--- src/rtl/fpga_shift_unit_if.sv ---
// Request and result channels of the shift unit. The master side drives
// requests and consumes results; the slave side is the shift unit itself.
interface fpga_shift_unit_if #(
  parameter int W = 12
);
  logic         in_valid;
  logic         in_ready;
  logic [2:0]   in_op;
  logic [W-1:0] in_data;
  logic [W-1:0] in_amount;
  logic         out_valid;
  logic         out_ready;
  logic [W-1:0] out_data;
  logic         out_err;

  modport master (
    output in_valid, in_op, in_data, in_amount, out_ready,
    input  in_ready, out_valid, out_data, out_err
  );

  modport slave (
    input  in_valid, in_op, in_data, in_amount, out_ready,
    output in_ready, out_valid, out_data, out_err
  );
endinterface

--- src/rtl/fpga_shift_unit.sv ---
// Iterative multi-mode shifter (SHL/SHR/SAR/ROL/ROR) moving up to StepBits
// bits per cycle, with results queued in a circular output channel.
module fpga_shift_unit #(
  parameter int MemoryElementWidth = 12,
  parameter int StepBits           = 1,
  parameter int NOut               = 4
) (
  input  logic                      clock,
  input  logic                      reset,
  fpga_shift_unit_if.slave          bus,
  output logic [$clog2(NOut+1)-1:0] out_count,
  output logic                      busy,
  output logic [31:0]               ops_done
);
  localparam int W  = MemoryElementWidth;
  localparam int AW = $clog2(W + 1);
  localparam int PW = (NOut > 1) ? $clog2(NOut) : 1;
  localparam int CW = $clog2(NOut + 1);

  localparam logic [AW-1:0] W_AMT    = AW'(W);
  localparam logic [W-1:0]  W_DATA   = W'(W);
  localparam logic [AW-1:0] STEP     = AW'(StepBits);
  localparam logic [CW-1:0] DEPTH    = CW'(NOut);
  localparam logic [PW-1:0] LAST_PTR = PW'(NOut - 1);

  typedef enum logic [2:0] {
    OP_SHL = 3'd0,
    OP_SHR = 3'd1,
    OP_SAR = 3'd2,
    OP_ROL = 3'd3,
    OP_ROR = 3'd4
  } op_e;

  typedef enum logic [1:0] {IDLE, SHIFT, PUSH} state_e;

  state_e        state;
  logic [2:0]    op_q;
  logic          err_q;
  logic          sign_q;
  logic [W-1:0]  work_q;
  logic [AW-1:0] rem_q;
  logic [PW-1:0] head;
  logic [PW-1:0] tail;
  logic [CW-1:0] count;
  logic [W-1:0]  rd_data_q;
  logic          rd_err_q;

  logic [W-1:0]  mem_data [NOut];
  logic          mem_err  [NOut];

  logic          accept;
  logic [AW-1:0] eff;
  logic          eff_err;
  logic [AW-1:0] step_amt;
  logic [AW-1:0] rem_nx;
  logic [W-1:0]  work_nx;
  logic          push;
  logic          pop;
  logic [PW-1:0] head_nx;
  logic [CW-1:0] count_nx;
  logic [W-1:0]  rd_data_nx;
  logic          rd_err_nx;

  function automatic logic [PW-1:0] ptr_inc(input logic [PW-1:0] p);
    return (p == LAST_PTR) ? '0 : p + 1'b1;
  endfunction

  // One partial shift of s bits; the SAR fill uses the sign latched at accept.
  function automatic logic [W-1:0] step_shift(input logic [2:0]    op,
                                              input logic [W-1:0]  v,
                                              input logic [AW-1:0] s,
                                              input logic          sign);
    logic [W-1:0] r;
    r = v;
    case (op)
      OP_SHL:  r = v << s;
      OP_SHR:  r = v >> s;
      OP_SAR:  r = (v >> s) | (sign ? ~({W{1'b1}} >> s) : '0);
      OP_ROL:  r = (v << s) | (v >> (W_AMT - s));
      OP_ROR:  r = (v >> s) | (v << (W_AMT - s));
      default: r = v;
    endcase
    return r;
  endfunction

  assign accept        = bus.in_valid && bus.in_ready;
  assign bus.in_ready  = reset && (state == IDLE) && (count < DEPTH);
  assign bus.out_valid = (count != '0);
  assign bus.out_data  = rd_data_q;
  assign bus.out_err   = rd_err_q;
  assign out_count     = count;
  assign busy          = (state != IDLE);

  // Effective amount: linear shifts saturate at W, rotates wrap modulo W.
  always_comb begin
    // NOTE: every output of a combinational block gets a default first so no latch is inferred.
    eff     = '0;
    eff_err = 1'b0;
    case (bus.in_op)
      OP_SHL, OP_SHR, OP_SAR: eff = (bus.in_amount >= W_DATA) ? W_AMT : AW'(bus.in_amount);
      OP_ROL, OP_ROR:         eff = AW'(bus.in_amount % W_DATA);
      default:                eff_err = 1'b1;
    endcase
  end

  // Datapath for one SHIFT cycle.
  always_comb begin
    step_amt = (rem_q > STEP) ? STEP : rem_q;
    rem_nx   = rem_q - step_amt;
    work_nx  = step_shift(op_q, work_q, step_amt, sign_q);
  end

  // Channel bookkeeping and the next registered head read (bypass when the
  // slot being written this edge becomes the head).
  always_comb begin
    push     = (state == PUSH);
    pop      = (count != '0) && bus.out_ready;
    head_nx  = pop ? ptr_inc(head) : head;
    count_nx = count + CW'(push) - CW'(pop);
    if (count_nx == '0) begin
      rd_data_nx = '0;
      rd_err_nx  = 1'b0;
    end else if (push && (head_nx == tail)) begin
      rd_data_nx = work_q;
      rd_err_nx  = err_q;
    end else begin
      rd_data_nx = mem_data[head_nx];
      rd_err_nx  = mem_err[head_nx];
    end
  end

  // Control FSM, operand registers, channel pointers and counters.
  always_ff @(posedge clock or negedge reset) begin
    if (!reset) begin
      state     <= IDLE;
      op_q      <= '0;
      err_q     <= 1'b0;
      sign_q    <= 1'b0;
      work_q    <= '0;
      rem_q     <= '0;
      head      <= '0;
      tail      <= '0;
      count     <= '0;
      rd_data_q <= '0;
      rd_err_q  <= 1'b0;
      ops_done  <= '0;
    end else begin
      // NOTE: sequential state uses non-blocking assignments so every register sees pre-edge values.
      head      <= head_nx;
      count     <= count_nx;
      rd_data_q <= rd_data_nx;
      rd_err_q  <= rd_err_nx;
      case (state)
        IDLE: begin
          if (accept) begin
            op_q   <= bus.in_op;
            err_q  <= eff_err;
            sign_q <= bus.in_data[W-1];
            work_q <= bus.in_data;
            rem_q  <= eff;
            state  <= (eff != '0) ? SHIFT : PUSH;
          end
        end
        SHIFT: begin
          work_q <= work_nx;
          rem_q  <= rem_nx;
          if (rem_nx == '0) state <= PUSH;
        end
        PUSH: begin
          tail     <= ptr_inc(tail);
          ops_done <= ops_done + 32'd1;
          state    <= IDLE;
        end
        default: state <= IDLE;
      endcase
    end
  end

  // Channel storage write.
  // NOTE: the storage array has no reset; a slot is only read after the count shows it was written.
  always_ff @(posedge clock) begin
    if (push) begin
      mem_data[tail] <= work_q;
      mem_err[tail]  <= err_q;
    end
  end
endmodule

--- src/flat_wrapper.sv ---
// flat-port wrapper written by rule: the top's interface ports become plain ports
module fpga_shift_unit_flat 
#(
  parameter int MemoryElementWidth = 12,
  parameter int StepBits           = 1,
  parameter int NOut               = 4
)
  (clock, reset, out_count, busy, ops_done, bus_in_valid, bus_in_op, bus_in_data, bus_in_amount, bus_out_ready, bus_in_ready, bus_out_valid, bus_out_data, bus_out_err);
  fpga_shift_unit_if #(.W((12))) bus_i ();
  input  logic clock;
  input  logic reset;
  output logic [$clog2(NOut+1)-1:0] out_count;
  output logic busy;
  output logic [31:0] ops_done;
  input wire logic [$bits(bus_i.in_valid)-1:0] bus_in_valid;
  input wire logic [$bits(bus_i.in_op)-1:0] bus_in_op;
  input wire logic [$bits(bus_i.in_data)-1:0] bus_in_data;
  input wire logic [$bits(bus_i.in_amount)-1:0] bus_in_amount;
  input wire logic [$bits(bus_i.out_ready)-1:0] bus_out_ready;
  output wire logic [$bits(bus_i.in_ready)-1:0] bus_in_ready;
  output wire logic [$bits(bus_i.out_valid)-1:0] bus_out_valid;
  output wire logic [$bits(bus_i.out_data)-1:0] bus_out_data;
  output wire logic [$bits(bus_i.out_err)-1:0] bus_out_err;
  assign bus_i.in_valid = bus_in_valid;
  assign bus_i.in_op = bus_in_op;
  assign bus_i.in_data = bus_in_data;
  assign bus_i.in_amount = bus_in_amount;
  assign bus_i.out_ready = bus_out_ready;
  assign bus_in_ready = bus_i.in_ready;
  assign bus_out_valid = bus_i.out_valid;
  assign bus_out_data = bus_i.out_data;
  assign bus_out_err = bus_i.out_err;
  fpga_shift_unit #(.MemoryElementWidth(MemoryElementWidth), .StepBits(StepBits), .NOut(NOut)) u_core (.clock(clock), .reset(reset), .bus(bus_i), .out_count(out_count), .busy(busy), .ops_done(ops_done));
endmodule
--- config.mk ---
export PLATFORM = sky130hd
export DESIGN_NAME = fpga_shift_unit_flat
export DESIGN_NICKNAME = d
export VERILOG_FILES = /design/src/rtl/fpga_shift_unit_if.sv /design/src/rtl/fpga_shift_unit.sv /design/src/flat_wrapper.sv
export SDC_FILE = /design/constraint.sdc
export NUM_CORES = 1
export LEC_CHECK = 0
export CAP_MARGIN = 20
export CORE_MARGIN = 2
export CORE_UTILIZATION = 50
export CTS_CLUSTER_DIAMETER = 60
export DETAILED_ROUTE_END_ITERATION = 16
export GPL_TIMING_DRIVEN = 0
export PLACE_DENSITY = 0.75
export SYNTH_ARGS = -nofsm -noshare
export SYNTH_HDL_FRONTEND = slang
export SYNTH_SLANG_ARGS = --single-unit
--- constraint.sdc ---
create_clock -name clock -period 6.18 [get_ports clock]
set_clock_uncertainty 0.1 [all_clocks]
set_input_delay 1.236 -clock clock [delete_from_list [all_inputs] [get_ports clock]]
set_output_delay 1.236 -clock clock [all_outputs]
set_load 0.03 [all_outputs]
Yosys cells after proc, flatten, opt, wreduce, memory -nomap -nowiden
Memory sizes are Yosys's and may differ from the RTL's.
Cells that the tools add are included.
Widths: inputs -> output; s select.
{ "op_classes": {"addsub": 7, "div_mod_pow": 1, "order_cmp": 3, "n_eq_ne": 16, "shift": 5, "muxes": 23, "bitwise_logic": 4, "reduce_logical": 21} }
{ "op_table": {"columns": ["operator", "n"], "rows": [
  ["$pmux 12 s5", 1],
  ["$mux 12", 4],
  ["$or 12x12->12", 3],
  ["$add 32x1->32 const B", 1],
  ["$pmux 12 s2", 1],
  ["$shl 12x4->12", 2],
  ["$shr 12x4->12", 2],
  ["$pmux 4 s2", 2],
  ["$eq 3x2->1 const B", 4],
  ["$ge 12x4->1 const B", 1],
  ["$mod 12x4->12 const B", 1],
  ["$mux 2", 6],
  ["$mux 4", 3],
  ["$not 12->12", 1],
  ["$shr 12x4->12 const A", 1],
  ["$logic_not 3->1", 3],
  ["$eq 2x2->1 const B", 3],
  ["$eq 3x1->1 const B", 2],
  ["$eq 3x3->1 const B", 2],
  ["$ne 6x6->1 const B", 1],
  ["$reduce_and 2->1", 3],
  ["$logic_and 1x1->1", 5],
  ["$mux 1", 5],
  ["$reduce_or 5->1", 1],
  ["other kinds (19)", 22]
]} }
{ "word_totals": {"ff_bits": 75, "ram_bits": 52, "in_bits": 31, "output_inout_bits": 51, "n_memories": 2} }
{ "mem_list": {"columns": ["memory", "depth", "width", "read_ports", "rd_ports_with_merged_regs", "write_ports", "line_no", "source"], "rows": [
  ["u_core.mem_data", 4, 12, 1, 0, 1, "fpga_shift_unit.sv:48", "logic [W-1:0] mem_data [NOut];"],
  ["u_core.mem_err", 4, 1, 1, 0, 1, "fpga_shift_unit.sv:49", "logic mem_err [NOut];"]
]} }

Depth between registers and ports, before layout
{ "depth": {"word_depth": 8, "mapped_depth": 13, "ltp_nobuf": 12} }

Worst setup path after synthesis
OpenSTA, ideal clock, no wires.
{ "synth_path": {"path_kind": "input -> output", "startpoint": "input port reset", "endpoint": "output port bus_in_ready", "t_arrival_ns": 2.050, "required_ns": 4.844, "slack_ns": 2.794, "stages": 1, "path_cell_list": "nor3b_1"} }
{ "synth_between": {"elab_chain_cells": 2} }
{ "synth_rtl": {"columns": ["element", "line_no", "source"], "rows": [
  ["from (decl)", "flat_wrapper.sv:11", "input logic reset;"],
  ["$logic_and 1x1->1 (2 in series)", "fpga_shift_unit.sv:87", "assign bus.in_ready = reset && (state == IDLE) && (count < DEPTH);"],
  ["to (decl)", "flat_wrapper.sv:20", "output wire logic [$bits(bus_i.in_ready)-1:0] bus_in_ready;"]
]} }
No other way between the ends.

Final worst setup path
Ends and elaborated chain as after synthesis.

==> reports/metrics.csv <==
stage,metric,value,unit
outcome,status,completed,
critical_path,type of the worst setup path,in2out,
critical_path,crit path from,reset,
cells_and_area,n_diodes,0,
logic_synthesis,ys async rst share,59.1,%
sta,minimum clock period,4.30,ns
critical_path,CP required,4.84,ns
power_and_ir_drop,worst vdd ir,232,uV
cells_and_area,share of post-route cells with drive strength above 1,9.10,%
placed_design,port bufs,79,
sta,Final setup violation count,0,
clock_network,cts bufs inserted,17,
floorplan,Die W,118,um
cells_and_area,"Design Area, Final",0.00811,sq mm
min_path,Hold Crit Class,reg2reg,
clock_network,"Clk pin slew, worst setup/hold paths",0.05,ns
flow_run,max_cap viols,0,
clock_network,Post-CTS Repair Setup Buffers,0,
drt,drt total wl,14500,um
sta,RSZ-0062 raised after global routing,no,
cells_and_area,Synth-to-Final Area Change,24.8,%
logic_synthesis,Seq cells post-synth,127,
global_routing,vias in the first global route,4903,
logic_synthesis,"area leader, netlist",dfrtp_1,
global_routing,largest net degree at the start of global routing,75,
drt,WL/cell,15.8,um
critical_path,crit path capture type,output port,
drt,drt via density,5.62,
cells_and_area,Final nets,779,
clock_network,CTS root buf,clkbuf_16,
drt,DRT iter0 DRCs,423,
placed_design,DP Area,0.00753,sq mm
clock_network,clock tree buffer depth,2,
floorplan,Std-Cell Rows,41,
global_routing,first-pass GRT wire length,23800,um
drt,Pre-antenna DRT Iters,7,
logic_synthesis,Yosys cell types,73,
drt,DRC errors left,0,
logic_synthesis,number of flops mapped to enable cells by yosys,52,
critical_path,crit-path max FO,74,
global_routing,Overflow after GRT,0,
floorplan,Initial Utilization,51.3,%
min_path,hold path start,u_core.ops_done[31]$_DFFE_PN0P_,
floorplan,I/O pin count,82,
sta,Max Freq,0.233,GHz
sta,fin crit share,69.5,%
critical_path,worst endpoint data arrival time,2.96,ns
floorplan,CORE AREA,0.0127,sq mm
clock_network,worst skew pair latency,0.41,ns
placed_design,DP HPWL,10100,um
power_and_ir_drop,leakage power,3.27,nW
sta,final hold vios,0,
critical_path,Critical Path Start Type,primary input,
drt,Vias,5162,
sta,Least-Margin Pin Slew,0.671,ns
clock_network,post_cts resized,0,
logic_synthesis,largest cells by area after synthesis,"dfrtp_1, edfxtp_1, nand2_1",
sta,Worst slew margin,54.4,%
logic_synthesis,Mapped Cells,633,
logic_synthesis,"Cell Area, Synth",0.00649,sq mm
sta,setup_tns,0,ns
placed_design,gp weighted congestion,0.898,
clock_network,H-tree depth,4,
logic_synthesis,sequential area share after synthesis,52.9,%
logic_synthesis,Yosys top cell area share,28.9,%
global_routing,initial antenna violation count,0,
critical_path,Reg2Reg Launch Point,u_core.rem_q[2]$_DFFE_PN0P_,
floorplan,Die Footprint,0.0139,sq mm
power_and_ir_drop,pwr/cell area,478,mW/mm^2
floorplan,die height,118,um
clock_network,number of hold buffers added after CTS,0,
cells_and_area,final core utilization,64.0,%
logic_synthesis,ys flop type,dfrtp_1,
global_routing,GR Util All Layers,21.2,%
drt,Final ANT Viol Nets,0,
logic_synthesis,synthesized area per cell,10.3,sq um
logic_synthesis,synth warn,0,
clock_network,clk sink count,127,
sta,Final Max Slew Viols,0,
clock_network,CTS tree,built,
final timing paths:
kind / end / slack [ns] / cells past startpoint
min in group asynchronous: u_core.ops_done[6]$_DFFE_PN0P_ / 0.52 / 1
max in group asynchronous: u_core.bus.out_data[0]$_DFF_PN0_ / 4.90 / 2
hold reg to reg: u_core.ops_done[31]$_DFFE_PN0P_ / 0.37 / 1
setup reg to reg: u_core.work_q[10]$_DFFE_PN0P_ / 2.73 / 12
hold / removal: u_core.ops_done[31]$_DFFE_PN0P_ / 0.37 / 1
setup / recovery: bus_in_ready / 1.88 / 4
cell usage after synthesis, types with 4 or more instances:
library cell,number
a211oi_1,8
a21o_1,4
a21oi_1,35
a311oi_1,13
a31oi_1,9
and2_1,9
and3_1,22
buf_2,9
clkbuf_1,17
dfrtp_1,75
edfxtp_1,52
ha_1,13
inv_1,17
mux2i_1,9
nand2_1,115
nand3_1,18
nand3b_1,4
nand4_1,5
nor2_1,37
nor2b_1,7
nor3_1,11
nor3b_1,4
o211ai_1,4
o21ai_0,26
or3_1,5
xnor2_1,29
xor2_1,11
sequential cells by signal (all words and copies together), names as in the netlist, 3 cells and up:
register / count
u_core.work_q: 12
u_core.mem_data: 48
u_core.ops_done: 32
u_core.op_q: 3
u_core.bus.out_data: 12
u_core.out_count: 3
u_core.mem_err: 4
u_core.rem_q: 4
kinds of logic after synthesis:
| kind of cell | Yosys count | synth area share (%) |
|---|---|---|
| XOR/XNOR | 40 | 5.39 |
| adder cells (fa/ha/maj) | 14 | 2.81 |
| AND/OR/NAND/NOR | 257 | 19.3 |
| AO/OA/AOI/OAI | 132 | 14.0 |
| buffers and inverters | 48 | 3.18 |
| multiplexers | 13 | 2.29 |
| other | 2 | 0.116 |
| flip-flops | 127 | 52.9 |
layout by cell type (no fill, tap or decap), types with 11 or more instances in the layout:
cell | netlist | layout
a21oi_1 | 35 | 35
a311oi_1 | 13 | 13
and3_1 | 22 | 22
clkbuf_1 | 17 | 22
clkbuf_16 | 0 | 17
clkdlybuf4s50_1 | 0 | 78
dfrtp_1 | 75 | 75
edfxtp_1 | 52 | 52
ha_1 | 13 | 13
inv_1 | 17 | 17
nand2_1 | 115 | 115
nand3_1 | 18 | 18
nor2_1 | 37 | 37
nor3_1 | 11 | 11
o21ai_0 | 26 | 26
xnor2_1 | 29 | 29
xor2_1 | 11 | 11
where the power goes:
| group | total [mW] | internal, mW | switching (mW) |
|---|---|---|---|
| registers | 1.32 | 1.13 | 0.197 |
| logic | 1.59 | 0.625 | 0.970 |
| clock network | 0.961 | 0.622 | 0.338 |
| total | 3.88 | 2.37 | 1.51 |
per-layer routing:
metal	global-route usage, %	part of all wire (%)
met5	0	0
met3	4.41	5.1
met2	35.0	49
met1	27.8	45
met4	7.76	1.7
critical path: stages:
cell	delay, ns
buf_4	0.12
buf_16	0.30
nor3b_1	0.49
clkdlybuf4s50_1	0.77
layout make-up:
class	instances	area (sq um)
multi-input combinational	460	2860
fill	1023	4560
buffer	29	135
timing repair buffer	80	816
sequential	127	3440
clock inverter	7	87.6
clock buffer	25	485
inverter	19	71.3
tap	172	215
per-stage QoR:
| stage | hold slack, ns | worst slack, ns | total power [mW] | instances |
|---|---|---|---|---|
| 2_1_floorplan | 0.360 | 2.79 | 2.39 | 635 |
| 3_3_place_gp | 0.356 | -0.662 | 2.86 | 886 |
| 3_5_place_dp | 0.368 | 1.86 | 2.91 | 887 |
| 4_1_cts | 0.379 | 1.85 | 3.88 | 919 |
| 5_1_grt | 0.395 | 1.72 | 4.11 | 919 |
| 6_report | 0.371 | 1.88 | 3.88 | 919 |
Power figures use the tool's default switching activity.
